**src/rtl/demux_4_6_reg.sv**
```systemverilog
// demux_4_6_reg: registered 1-to-6 nibble distributor.
// Writes 4-bit values from a valid/ready producer into six slot registers
// (q0..q5). The target slot is the auto-increment pointer or an explicit
// address. Occupancy is tracked with a per-slot written mask.
module demux_4_6_reg #(
    parameter bit WRAP = 1'b1
) (
    input  logic       clk,
    input  logic       rst_n,
    input  logic       in_valid,
    output logic       in_ready,
    input  logic [3:0] in_data,
    input  logic       addr_en,
    input  logic [2:0] in_addr,
    input  logic       clr,
    output logic [3:0] q0,
    output logic [3:0] q1,
    output logic [3:0] q2,
    output logic [3:0] q3,
    output logic [3:0] q4,
    output logic [3:0] q5,
    output logic [2:0] ptr,
    output logic [2:0] count,
    output logic       full,
    output logic       err
);

    localparam logic [2:0] LAST_SLOT = 3'd5;

    logic [3:0] slot_reg [6];
    logic [5:0] mask_reg;
    logic [2:0] ptr_reg;
    logic       err_reg;

    logic [2:0] target;
    logic [2:0] ptr_next;
    logic [2:0] count_next;
    logic       accept;
    logic       legal;
    logic [5:0] wr_en;

    // Without wrap the block stalls once every slot holds data; clr always
    // blocks the concurrent transfer so the clear wins.
    assign full     = &mask_reg;
    assign in_ready = ~clr & (WRAP ? 1'b1 : ~full);
    assign accept   = in_valid & in_ready;

    // The pointer never leaves 0..5, so only an explicit address can be illegal.
    assign target   = addr_en ? in_addr : ptr_reg;
    assign legal    = (target <= LAST_SLOT);
    assign ptr_next = (target == LAST_SLOT) ? 3'd0 : target + 3'd1;

    generate
        for (genvar gi = 0; gi < 6; gi++) begin : g_slot
            assign wr_en[gi] = accept & legal & (target == 3'(gi));

            // Slot storage and its written flag; clr wipes both.
            always_ff @(posedge clk or negedge rst_n) begin
                if (!rst_n) begin
                    slot_reg[gi] <= 4'd0;
                    mask_reg[gi] <= 1'b0;
                end else if (clr) begin
                    slot_reg[gi] <= 4'd0;
                    mask_reg[gi] <= 1'b0;
                end else if (wr_en[gi]) begin
                    slot_reg[gi] <= in_data;
                    mask_reg[gi] <= 1'b1;
                end
            end
        end
    endgenerate

    // Pointer follows the last legal write; err pulses for one cycle per illegal accept.
    always_ff @(posedge clk or negedge rst_n) begin
        if (!rst_n) begin
            ptr_reg <= 3'd0;
            err_reg <= 1'b0;
        end else if (clr) begin
            ptr_reg <= 3'd0;
            err_reg <= 1'b0;
        end else begin
            err_reg <= accept & ~legal;
            if (accept && legal) begin
                ptr_reg <= ptr_next;
            end
        end
    end

    // Occupancy is the number of written slots, so rewrites do not change it.
    always_comb begin
        count_next = 3'd0;
        for (int i = 0; i < 6; i++) begin
            count_next = count_next + {2'b00, mask_reg[i]};
        end
    end

    assign q0    = slot_reg[0];
    assign q1    = slot_reg[1];
    assign q2    = slot_reg[2];
    assign q3    = slot_reg[3];
    assign q4    = slot_reg[4];
    assign q5    = slot_reg[5];
    assign ptr   = ptr_reg;
    assign count = count_next;
    assign err   = err_reg;

endmodule

```
**config.mk**
```make
export PLATFORM = sky130hd
export DESIGN_NAME = demux_4_6_reg
export DESIGN_NICKNAME = d
export VERILOG_FILES = /design/src/rtl/demux_4_6_reg.sv
export SDC_FILE = /design/constraint.sdc
export NUM_CORES = 1
export LEC_CHECK = 0
export CAP_MARGIN = 30
export CORE_ASPECT_RATIO = 0.5
export CORE_MARGIN = 5
export CORE_UTILIZATION = 49
export DETAILED_ROUTE_END_ITERATION = 12
export PLACE_DENSITY = 0.82
export RECOVER_POWER = 25
export SETUP_SLACK_MARGIN = 0.15
export SKIP_CTS_REPAIR_TIMING = 1
export SLEW_MARGIN = 20
export SYNTH_ARGS = -nofsm -noshare
export SYNTH_HDL_FRONTEND = slang
export SYNTH_SLANG_ARGS = --single-unit
```
**constraint.sdc**
```tcl
create_clock -name clk -period 3.45 [get_ports clk]
set_input_delay 0.8625 -clock clk [delete_from_list [all_inputs] [get_ports clk]]
set_output_delay 0.8625 -clock clk [all_outputs]
set_load 0.01 [all_outputs]
```
; ---- Word-level counts from Yosys, hierarchy flattened
; Cells that the tools add are included.
; W data, S select, Z words.
[word_totals]
reg_bits = 34
in_bits = 12
word_cells = 76
[classes]
n_addsub = 6
magnitude_cmp = 1
n_eq_ne = 5
muxes = 29
bitwise = 11
reduce_logical = 10
[ops]
columns = operator, n
row1 = $mux W4, 12
row2 = $reduce_bool A2 Y1, 7
row3 = $mux W1, 13
row4 = $mux W3, 4
row5 = $add A3 B1 Y3, 3
row6 = $and A1 B1 Y1, 9
row7 = $eq A3 B2 Y1 const B, 2
row8 = $eq A3 B3 Y1 const B, 2
row9 = $reduce_and A6 Y1, 1
row10 = $add A2 B1 Y3, 1
row11 = $add A3 B1 Y3 const B, 1
row12 = $eq A3 B1 Y1 const B, 1
row13 = $le A3 B3 Y1 const B, 1
row14 = $logic_not A3 Y1, 1
row15 = $add A1 B1 Y2, 1
row16 = $not A1 Y1, 2
row17 = $logic_and A1 B1 Y1, 1

; ---- Longest topological paths before layout
; Gate-level depths: netlist of run 1.
[logic_depth]
depth_word = 6
mapped_depth = 6

; ---- Worst setup path after synthesis of run 1
; Ideal clock, no wire load.
[synth_timing]
path_kind = reg-to-output
from = register mask_reg[0]
to = output count[1]
arrival_time_ns = 2.080
slack_ns = 0.508
stages_incl_launch_ff = 7
cell_sequence = dfrtp_1 > inv_1 > fa_1 > fa_1 > inv_1 > ha_1 > fa_1
[synth_via]
elab_chain_cells = 5
[synth_lines]
columns = item, line_no
row1 = start: declaration, 31  ; logic [5:0] mask_reg;
row2 = start signal: indexed assignment, 61  ; mask_reg[gi] <= 1'b0;
row3 = start signal: indexed assignment, 64  ; mask_reg[gi] <= 1'b0;
row4 = start signal: indexed assignment, 67  ; mask_reg[gi] <= 1'b1;
row5 = $add A1 B1 Y2, 93  ; count_next = count_next + {2'b00, mask_reg[i]};
row6 = $add A2 B1 Y3, 93
row7 = $add A3 B1 Y3 (3 in a row), 93
row8 = end: declaration, 23  ; output logic [2:0] count,
; No other way between the ends.

; ---- Worst setup path in the final report of run 1
[layout_timing]
from = register mask_reg[3]
to = output count[1]
[layout_via]
elab_chain_cells = 3
[layout_lines]
columns = item, line_no
row1 = $add A3 B1 Y3 (3 in a row), 93
; No other way between the ends.

==> flow_summary_export.csv, run 1 <==
group,metric,value,unit
routing,ant_nets,0,
synth,synthFlopType,"dfrtp_1",
routing,drt_iter0_markers,46,
setup_path,cp_max_fo,2,
grt,grt_pass1_wl,7450,µm
routing,wl_met1,1950,µm
grt,grt_start_max_net_pins,35,
cells_and_area,drive_gt1_share,17.0,%
routing,vias_per_cell,5.30,
die,num_rows,15,
routing,route.detailed.drc,0,
flow_run,max_cap_viol_count,1,
die,dieHeight,53.5,µm
sta,setup_slack,0.0864,ns
setup_path,start_kind,"register",
cells_and_area,fillers,261,
routing,num_vias,1394,
synth,synth.avg_cell_area,11.5,µm²
power_and_ir_drop,power_density,417,nW/µm²
routing,wl_met2,2200,µm
die,initial_core_util,52.3,%
routing,drt_wl_total,4430,µm
synth,synthTopCellsByCount,"dfrtp_1 (34), nand2_1 (31), mux2i_1 (26), inv_1 (14), o21ai_0 (5)",
sta,rsz0062_at_grt,"yes",
sta,final-hold-violation-count,0,
routing,drt-pass1-iter-count,4,
grt,first_global_vias,1523,
die,io_pins,45,
sta,fin_crit_sh,97.5,%
setup_path,end_kind,"output port",
clock_tree,cts-root-buf,"clkbuf_8",
routing,dr.max_layer_used,"met4",
synth,ys.warnings.count,0,
die,dieArea,5190,µm²
cells_and_area,n_antenna_cell,0,
placed_design,pre_cts_ws,-0.0399,ns
routing,wl_met3,202,µm
sta,max_slew.worst_pin.slew,1.80,ns
synth,synthMostInstantiatedCell,"dfrtp_1",
clock_tree,cts.path.max_buffers,2,
routing,wl_per_cell,16.8,µm
sta,period_needed,3.36,ns
synth,syn_inst,162,
clock_tree,cts.sinks,34,
setup_path,critPathKind,"register to output port",
worst_hold_path,hold_path_class,"register to register",
placed_design,routabilityCongestion,0.829,
synth,synth_area_leaders,"dfrtp_1 (46%), mux2i_1 (14%), nand2_1 (6.3%), o211ai_4 (4.6%), fa_1 (3.2%)",
cells_and_area,fin_nets,229,
cells_and_area,largest_reg_flops,6,
cells_and_area,area_growth,33.6,%
setup_path,worstPathArrival,2.50,ns
cells_and_area,fin_util,69.9,%
setup_path,required,2.59,ns
sta,fmax,0.297,GHz
grt,grt_usage,18.7,%
synth,synth_area_leader_cell,"dfrtp_1",
synth,synthArstFlopShare,100,%
sta,finClkSkew,0.00443,ns
sta,setup_viol,0,
grt,gr-total-overflow,0,
synth,synth-seq-cells,34,
clock_tree,tritoncts,"done",
sta,drv_slew,35,
cells_and_area,stdcell_count,263,
placed_design,io_buffers,44,
synth,synthDistinctLibCells,39,
synth,synthesis.nets,180,
synth,synth-seq-area-share,45.9,%
die,die_w,97.0,µm
die,core,3550,µm²
synth,synth_edf_count,0,
placed_design,dpl.cell_count,254,
clock_tree,cts.clk_slew.worst_paths,0.08,ns
clock_tree,ctsHtreeMaxLevel,2,
power_and_ir_drop,power.total,1.04,mW
status,status,"finished, violations left",
status,violations,"max-capacitance violations, max-slew violations",
synth,syn_area,1860,µm²
clock_tree,clk-insertion-delay-late,0.29,ns
clock_tree,cts_buffers,5,
sta,slew_headroom,-19.8,%
power_and_ir_drop,ir_worst_vdd,0.209,mV
grt,antenna_found_initial,0,
synth,synth_top_area_share,45.9,%
placed_design,dp_hpwl,3110,µm
power_and_ir_drop,leakagePower,1.25,nW
==> power by group <==
part	internal (mW)	leakage [nW]	switching, mW
Sequential	0.413	0.468	0.0157
Clock	0.290	0.0683	0.159
Combinational	0.0755	0.712	0.0825
Total	0.778	1.25	0.257
==> cells in the final DEF, fill, tap and decap left out, types with 3 or more instances in the layout <==
cell type	n
buf_4	7
inv_2	4
clkdlybuf4s50_1	40
mux2i_1	26
o21ai_0	5
fa_1	3
inv_1	11
dfrtp_1	34
nor2_1	3
clkbuf_8	5
nand2_1	31
o211ai_4	4
==> cell type report <==
class	count	area, µm²	area share, %
Multi-Input combinational cell	102	876	35.3
Tap cell	51	63.8	2.57
Timing Repair Buffer	52	489	19.7
Sequential cell	34	851	34.3
Clock inverter	3	68.8	2.77
Inverter	16	62.6	2.52
Clock buffer	5	68.8	2.77
==> worst max-delay path, stage by stage, from the launching register on <==
cell     delay [ns]
dfrtp_1        0.37
inv_2          0.05
fa_1           0.48
fa_1           0.49
inv_1          0.04
ha_2           0.17
fa_1           0.48
buf_2          0.13
==> cell families after synthesis <==
logic type      Yosys count  share of synthesized area, %
compound gates           19                          10.5
xor+xnor                  2                         0.944
fa+ha+maj                 6                          5.26
buf+inv                  26                          7.08
flops                    34                          45.9
mux                      27                          14.8
simple gates             48                          15.6
==> final timing paths <==
check,startpoint,end,slack (ns),cells after the start
hold reg to reg,mask_reg[5],mask_reg[5],0.49,1
hold / removal,mask_reg[5],mask_reg[5],0.49,1
min in group asynchronous,rst_n,q3[1],1.59,2
setup reg to reg,ptr[0],q5[2],1.75,3
max in group asynchronous,rst_n,ptr[1],0.83,2
setup / recovery,mask_reg[3],count[1],0.09,7
==> layer usage <==
layer | global-route usage, % | up-vias
li1 | - | 645
met1 | 21.4 | 709
met2 | 33.9 | 34
met3 | 5.13 | 6
met4 | 8.62 | 0
met5 | 0 | -
==> metrics by stage <==
step	hold WS (ns)	cell area, µm²	setup TNS (ns)
after floorplan	0.449	1860	0
after global placement	0.464	2340	0
after detailed placement	0.472	2340	-0.0399
after CTS	0.491	2480	-0.565
after global routing	0.522	2480	0
final	0.494	2480	0
Note: power is estimated with default switching activity, not from simulation.
==> run 2, diff against run 1 <==
--- a/config.mk
+++ b/config.mk
@@ -8,9 +8,9 @@
 export CAP_MARGIN = 30
 export CORE_ASPECT_RATIO = 0.5
 export CORE_MARGIN = 5
-export CORE_UTILIZATION = 49
+export CORE_UTILIZATION = 53
 export DETAILED_ROUTE_END_ITERATION = 12
-export PLACE_DENSITY = 0.82
+export PLACE_DENSITY = 0.88
 export RECOVER_POWER = 25
 export SETUP_SLACK_MARGIN = 0.15
 export SKIP_CTS_REPAIR_TIMING = 1
==> constraint.sdc (replaced) <==
create_clock -name clk -period 3.9 [get_ports clk]
set_input_delay 0.975 -clock clk [delete_from_list [all_inputs] [get_ports clk]]
set_output_delay 0.975 -clock clk [all_outputs]
set_load 0.01 [all_outputs]
==> flow_summary_export.csv, run 2 (synthesis results as in run 1) <==
group,metric,value,unit
grt,met3_usage,5.49,%
status,status,"finished, violations left",
sta,period_needed,3.55,ns
setup_path,required,2.92,ns
die,core,3400,µm²
sta,fin_crit_sh,91.1,%
setup_path,start_kind,"register",
grt,grt_start_max_net_pins,35,
setup_path,end_kind,"output port",
cells_and_area,final_area,2420,µm²
cells_and_area,area_growth,30.3,%
worst_hold_path,hold_path_class,"register to register",
setup_path,r2r-start,"ptr[0]",
power_and_ir_drop,power.total,795,µW
placed_design,routabilityCongestion,0.842,
power_and_ir_drop,ir_worst_vdd,0.187,mV
sta,setup_tns,0,ns
grt,grt-busiest-layer,"met2",
cells_and_area,final_common_cell,"clkdlybuf4s50_1",
grt,met1_usage,24.3,%
worst_hold_path,whs_endpoint,"mask_reg[5]",
clock_tree,cts.sinks,34,
routing,drt-pass1-iter-count,4,
flow_run,max_cap_viol_count,1,
clock_tree,ctsHtreeMaxLevel,2,
sta,slew_headroom,-20.3,%
sta,holdWs,0.530,ns
routing,drt_iter0_markers,57,
worst_hold_path,holdCritStartpoint,"mask_reg[5]",
cells_and_area,fin_util,71.2,%
placed_design,placed_area,2320,µm²
setup_path,worstPathArrival,2.58,ns
die,die_w,93.7,µm
routing,num_vias,1380,
placed_design,dpl.cell_count,251,
status,violations,"max-capacitance violations, max-slew violations",
sta,fmax,0.282,GHz
cells_and_area,final_cell_mix,"clkdlybuf4s50_1 (41), dfrtp_1 (34), nand2_1 (31), mux2i_1 (26), inv_1 (14)",
sta,setup_slack,0.349,ns
grt,grtUsageMet2,34.7,%
sta,setup_viol,0,
clock_tree,tritoncts,"done",
cells_and_area,stdcell_count,259,
placed_design,pre_cts_ws,0.300,ns
sta,final-hold-violation-count,0,
die,dieHeight,51.8,µm
cells_and_area,largest_reg_flops,6,
clock_tree,cts.clk_slew.worst_paths,0.07,ns
cells_and_area,n_antenna_cell,0,
clock_tree,cts-root-buf,"clkbuf_8",
die,dieArea,4860,µm²
routing,wl_per_cell,17.0,µm
die,io_pins,45,
power_and_ir_drop,power_density,329,nW/µm²
grt,first_global_vias,1493,
setup_path,cp_max_fo,2,
sta,max_slew.worst_pin.slew,1.80,ns
die,num_rows,15,
grt,grt_pass1_wl,7370,µm
grt,grt_usage,20.2,%
routing,ant_nets,0,
routing,drt_wl_total,4400,µm
cells_and_area,fin_nets,225,
sta,rsz0062_at_grt,"no",
placed_design,dp_hpwl,2970,µm
cells_and_area,drive_gt1_share,12.5,%
setup_path,critPathKind,"register to output port",
clock_tree,clk-insertion-delay-late,0.29,ns
grt,antenna_found_initial,0,
routing,vias_per_cell,5.33,
worst_hold_path,whs_path_depth,1,
clock_tree,cts_buffers,5,
sta,finClkSkew,0.00239,ns
die,initial_core_util,54.6,%
sta,drv_slew,35,
setup_path,rr_worst_depth,3,
placed_design,io_buffers,44,
clock_tree,cts.path.max_buffers,2,
grt,gr-total-overflow,0,
setup_path,r2r_slack,2.23,ns
routing,route.detailed.drc,0,
setup_path,r2r_end,"q5[3]",
power_and_ir_drop,leakagePower,1.23,nW
run 2: changes by cell type in the layout (fill, tap and decap cells not counted), sizes merged:
| cell | change |
|---|---|
| clkdlybuf4s50 | +1 |
| bufinv | -2 |
| dlymetal6s2s | +1 |
| buf | -5 |
| clkinvlp | +1 |
run 2: layer usage:
layer	wire length [µm]	up-vias
li1	-	637
met1	1850	675
met2	2140	50
met3	289	18
met4	128	0
met5	0	-
run 2: final cells by class:
cell class | count | area, µm²
Multi-Input combinational cell | 102 | 873
Sequential cell | 34 | 851
Fill cell | 234 | 980
Clock buffer | 6 | 82.6
Timing Repair Buffer | 48 | 472
Tap cell | 51 | 63.8
Inverter | 16 | 62.6
Clock inverter | 2 | 12.5
run 2: critical path: stages, from the launching register on:
cell and delay [ns]:
dfrtp_1 0.39, inv_1 0.12, fa_1 0.44, fa_1 0.49, inv_1 0.04, ha_1 0.18, fa_1 0.47, dlymetal6s2s_1 0.15
run 2: worst max path at each step:
stage	from	end	slack [ns]	cells after the start
2_1_floorplan	mask_reg[0]	count[1]	0.85	6
3_3_place_gp	mask_reg[0]	count[1]	0.36	7
3_5_place_dp	mask_reg[3]	count[1]	0.30	7
4_1_cts	mask_reg[0]	count[1]	-0.04	7
5_1_grt	mask_reg[0]	count[1]	0.22	7
6_report	mask_reg[3]	count[1]	0.35	7
run 2: where the power goes:
part | internal [mW] | switching, mW | leakage [nW]
combinational | 0.0647 | 0.0717 | 0.715
sequential | 0.365 | 0.0135 | 0.468
clock | 0.142 | 0.138 | 0.0472
total | 0.572 | 0.223 | 1.23
==> run 3, diff against run 2 <==
--- a/config.mk
+++ b/config.mk
@@ -10,6 +10,7 @@
 export CORE_MARGIN = 5
 export CORE_UTILIZATION = 53
 export DETAILED_ROUTE_END_ITERATION = 12
+export HOLD_SLACK_MARGIN = 0.06
 export PLACE_DENSITY = 0.88
 export RECOVER_POWER = 25
 export SETUP_SLACK_MARGIN = 0.15
==> results of run 3 <==
No change in the layout: final DEF, timing and power equal those of run 2.
==> edit: new RTL, config.mk and constraints of run 1 <==
Reset style: synchronous (`rst_n`), changed in 2 clocked blocks.
--- a/src/rtl/demux_4_6_reg.sv
+++ b/src/rtl/demux_4_6_reg.sv
@@ -56,5 +56,5 @@
 
             // Slot storage and its written flag; clr wipes both.
-            always_ff @(posedge clk or negedge rst_n) begin
+            always_ff @(posedge clk) begin
                 if (!rst_n) begin
                     slot_reg[gi] <= 4'd0;
@@ -72,5 +72,5 @@
 
     // Pointer follows the last legal write; err pulses for one cycle per illegal accept.
-    always_ff @(posedge clk or negedge rst_n) begin
+    always_ff @(posedge clk) begin
         if (!rst_n) begin
             ptr_reg <= 3'd0;
Function: differs if rst_n is asserted again (counterexample within 4 cycles, from zero or initial values and one cycle with rst_n low); with rst_n held inactive, the same outputs for 10 cycles.
==> edit against run 1 <==
Sequential cell count unchanged. Final cell count decreased by 12%. Wire length decreased by 15%. Utilization increased by 1.9 points. Clock power decreased by 35%. Cell area decreased by 10%. Worst setup slack got worse by 0.027 ns. Count of clock-buffer cells in the layout increased by 1. Sequential share of layout area increased by 7.1 points. Power decreased by 17%. Critical path depth increased by 2. Largest power group is now sequential cells. Sequential power increased by 6.3%. Area after synthesis decreased by 12%.
==> edit: results (changes against run 1) <==
[status]
status = finished, final reports clean  ; was complete, but fails checks

[drt]
avgRoutedWirePerCell_um = 16.2  ; was 16.8 um
met3RoutedLength_um = 248  ; was 202 um
drtIter0Drc = 78  ; was 46
via_count = 1260  ; was 1,394
wl_met1_um = 1650  ; was 1950 um

[cells_and_area]
nets = 209  ; was 229
layout-drive-gt1-share_pct = 12.5  ; was 17.0%
fill_cells = 219  ; was 261
stdcell_count = 232  ; was 263
largest_reg_flops = 24  ; was 6

[synth]
avgSynthCellArea_um2 = 11.9  ; was 11.5 um^2
synth_cell_type_count = 42  ; was 39
synth_edf_count = 24  ; was 0
synth_ff_type = edfxtp_1  ; was dfrtp_1
synthTopCellsByCount = 24 x edfxtp_1, 16 x inv_1, 16 x nor3_1  ; was 34 x dfrtp_1, 31 x nand2_1, 26 x mux2i_1
ys_async_sr_fraction_pct = 0  ; was 100%
synthTopCellsByArea = edfxtp_1 44%, dfxtp_1 12%, nor3_1 4.9%  ; was dfrtp_1 46%, mux2i_1 14%, nand2_1 6.3%

[setup_path]
path_max_fanout = 3  ; was 2
critical_path_arrival_ns = 2.53  ; was 2.50 ns
r2r-start = ptr[1]  ; was ptr[0]
cpPeakStageDelay_ns = 0.53  ; was 0.49 ns
r2r_slack_ns = 1.69  ; was 1.75 ns
critPathLaunch = mask_reg[0]  ; was mask_reg[3]

[global_route]
grt_max_degree = 14  ; was 35
met3_usage_pct = 4.69  ; was 5.13%
grt_use_met1_pct = 22.5  ; was 21.4%
grt_pass1_vias = 1233  ; was 1,523
grt_first_pass_wirelength_um = 6180  ; was 7450 um
use_met2_pct = 29.0  ; was 33.9%

[timing]
fin_skew_ns = 0.00684  ; was 0.00443 ns
hold_slack_ns = 0.480  ; was 0.494 ns
worst_pin_slew_ns = 0.559  ; was 1.80 ns
setup_slack_ns = 0.0599  ; was 0.0864 ns

[power]
leakage_uw = 0.000927  ; was 0.00125 uW
peakVddDrop_mv = 0.192  ; was 0.209 mV

[place]
routabilityCongestion = 0.876  ; was 0.829
place_worst_setup_slack_ns = -0.0819  ; was -0.0399 ns
dpl_cell_area_um2 = 2150  ; was 2340 um^2
dp.cells = 224  ; was 254

[hold_path]
holdPathStages = 2  ; was 1
hold_path_class = reg -> reg  ; unchanged

-- edit: critical path: cells and delay by family (launching register included) --
family / cells / cell delay (ns)
fa+ha+maj: 4 / 1.57
flops: 1 / 0.34
buf+inv: 5 / 0.32
-- edit: report_power, final --
part           switching, uW  leakage (uW)  internal [uW]  total [uW]
Sequential              5.42      0.000350            451         456
Combinational           56.6      0.000531           51.3         108
Clock                    149     0.0000452            142         291
-- edit: layout make-up --
class	instances	area, um^2	area share [%]
flip-flops and latches	34	922	41.4
multi-input cells	84	629	28.3
repair buffers	50	478	21.5
clock buffers	6	72.6	3.26
inverters	16	60.1	2.70
well taps	40	50.0	2.25
clock inverters	2	13.8	0.618
-- edit: kinds of logic after synthesis --
group           count (synthesis)  share of synthesized area (%)
simple gates                   53                           20.1
flops                          34                           56.2
compound gates                 21                           9.09
buf+inv                        20                           5.35
fa+ha+maj                       6                           5.96
mux                             4                           3.28
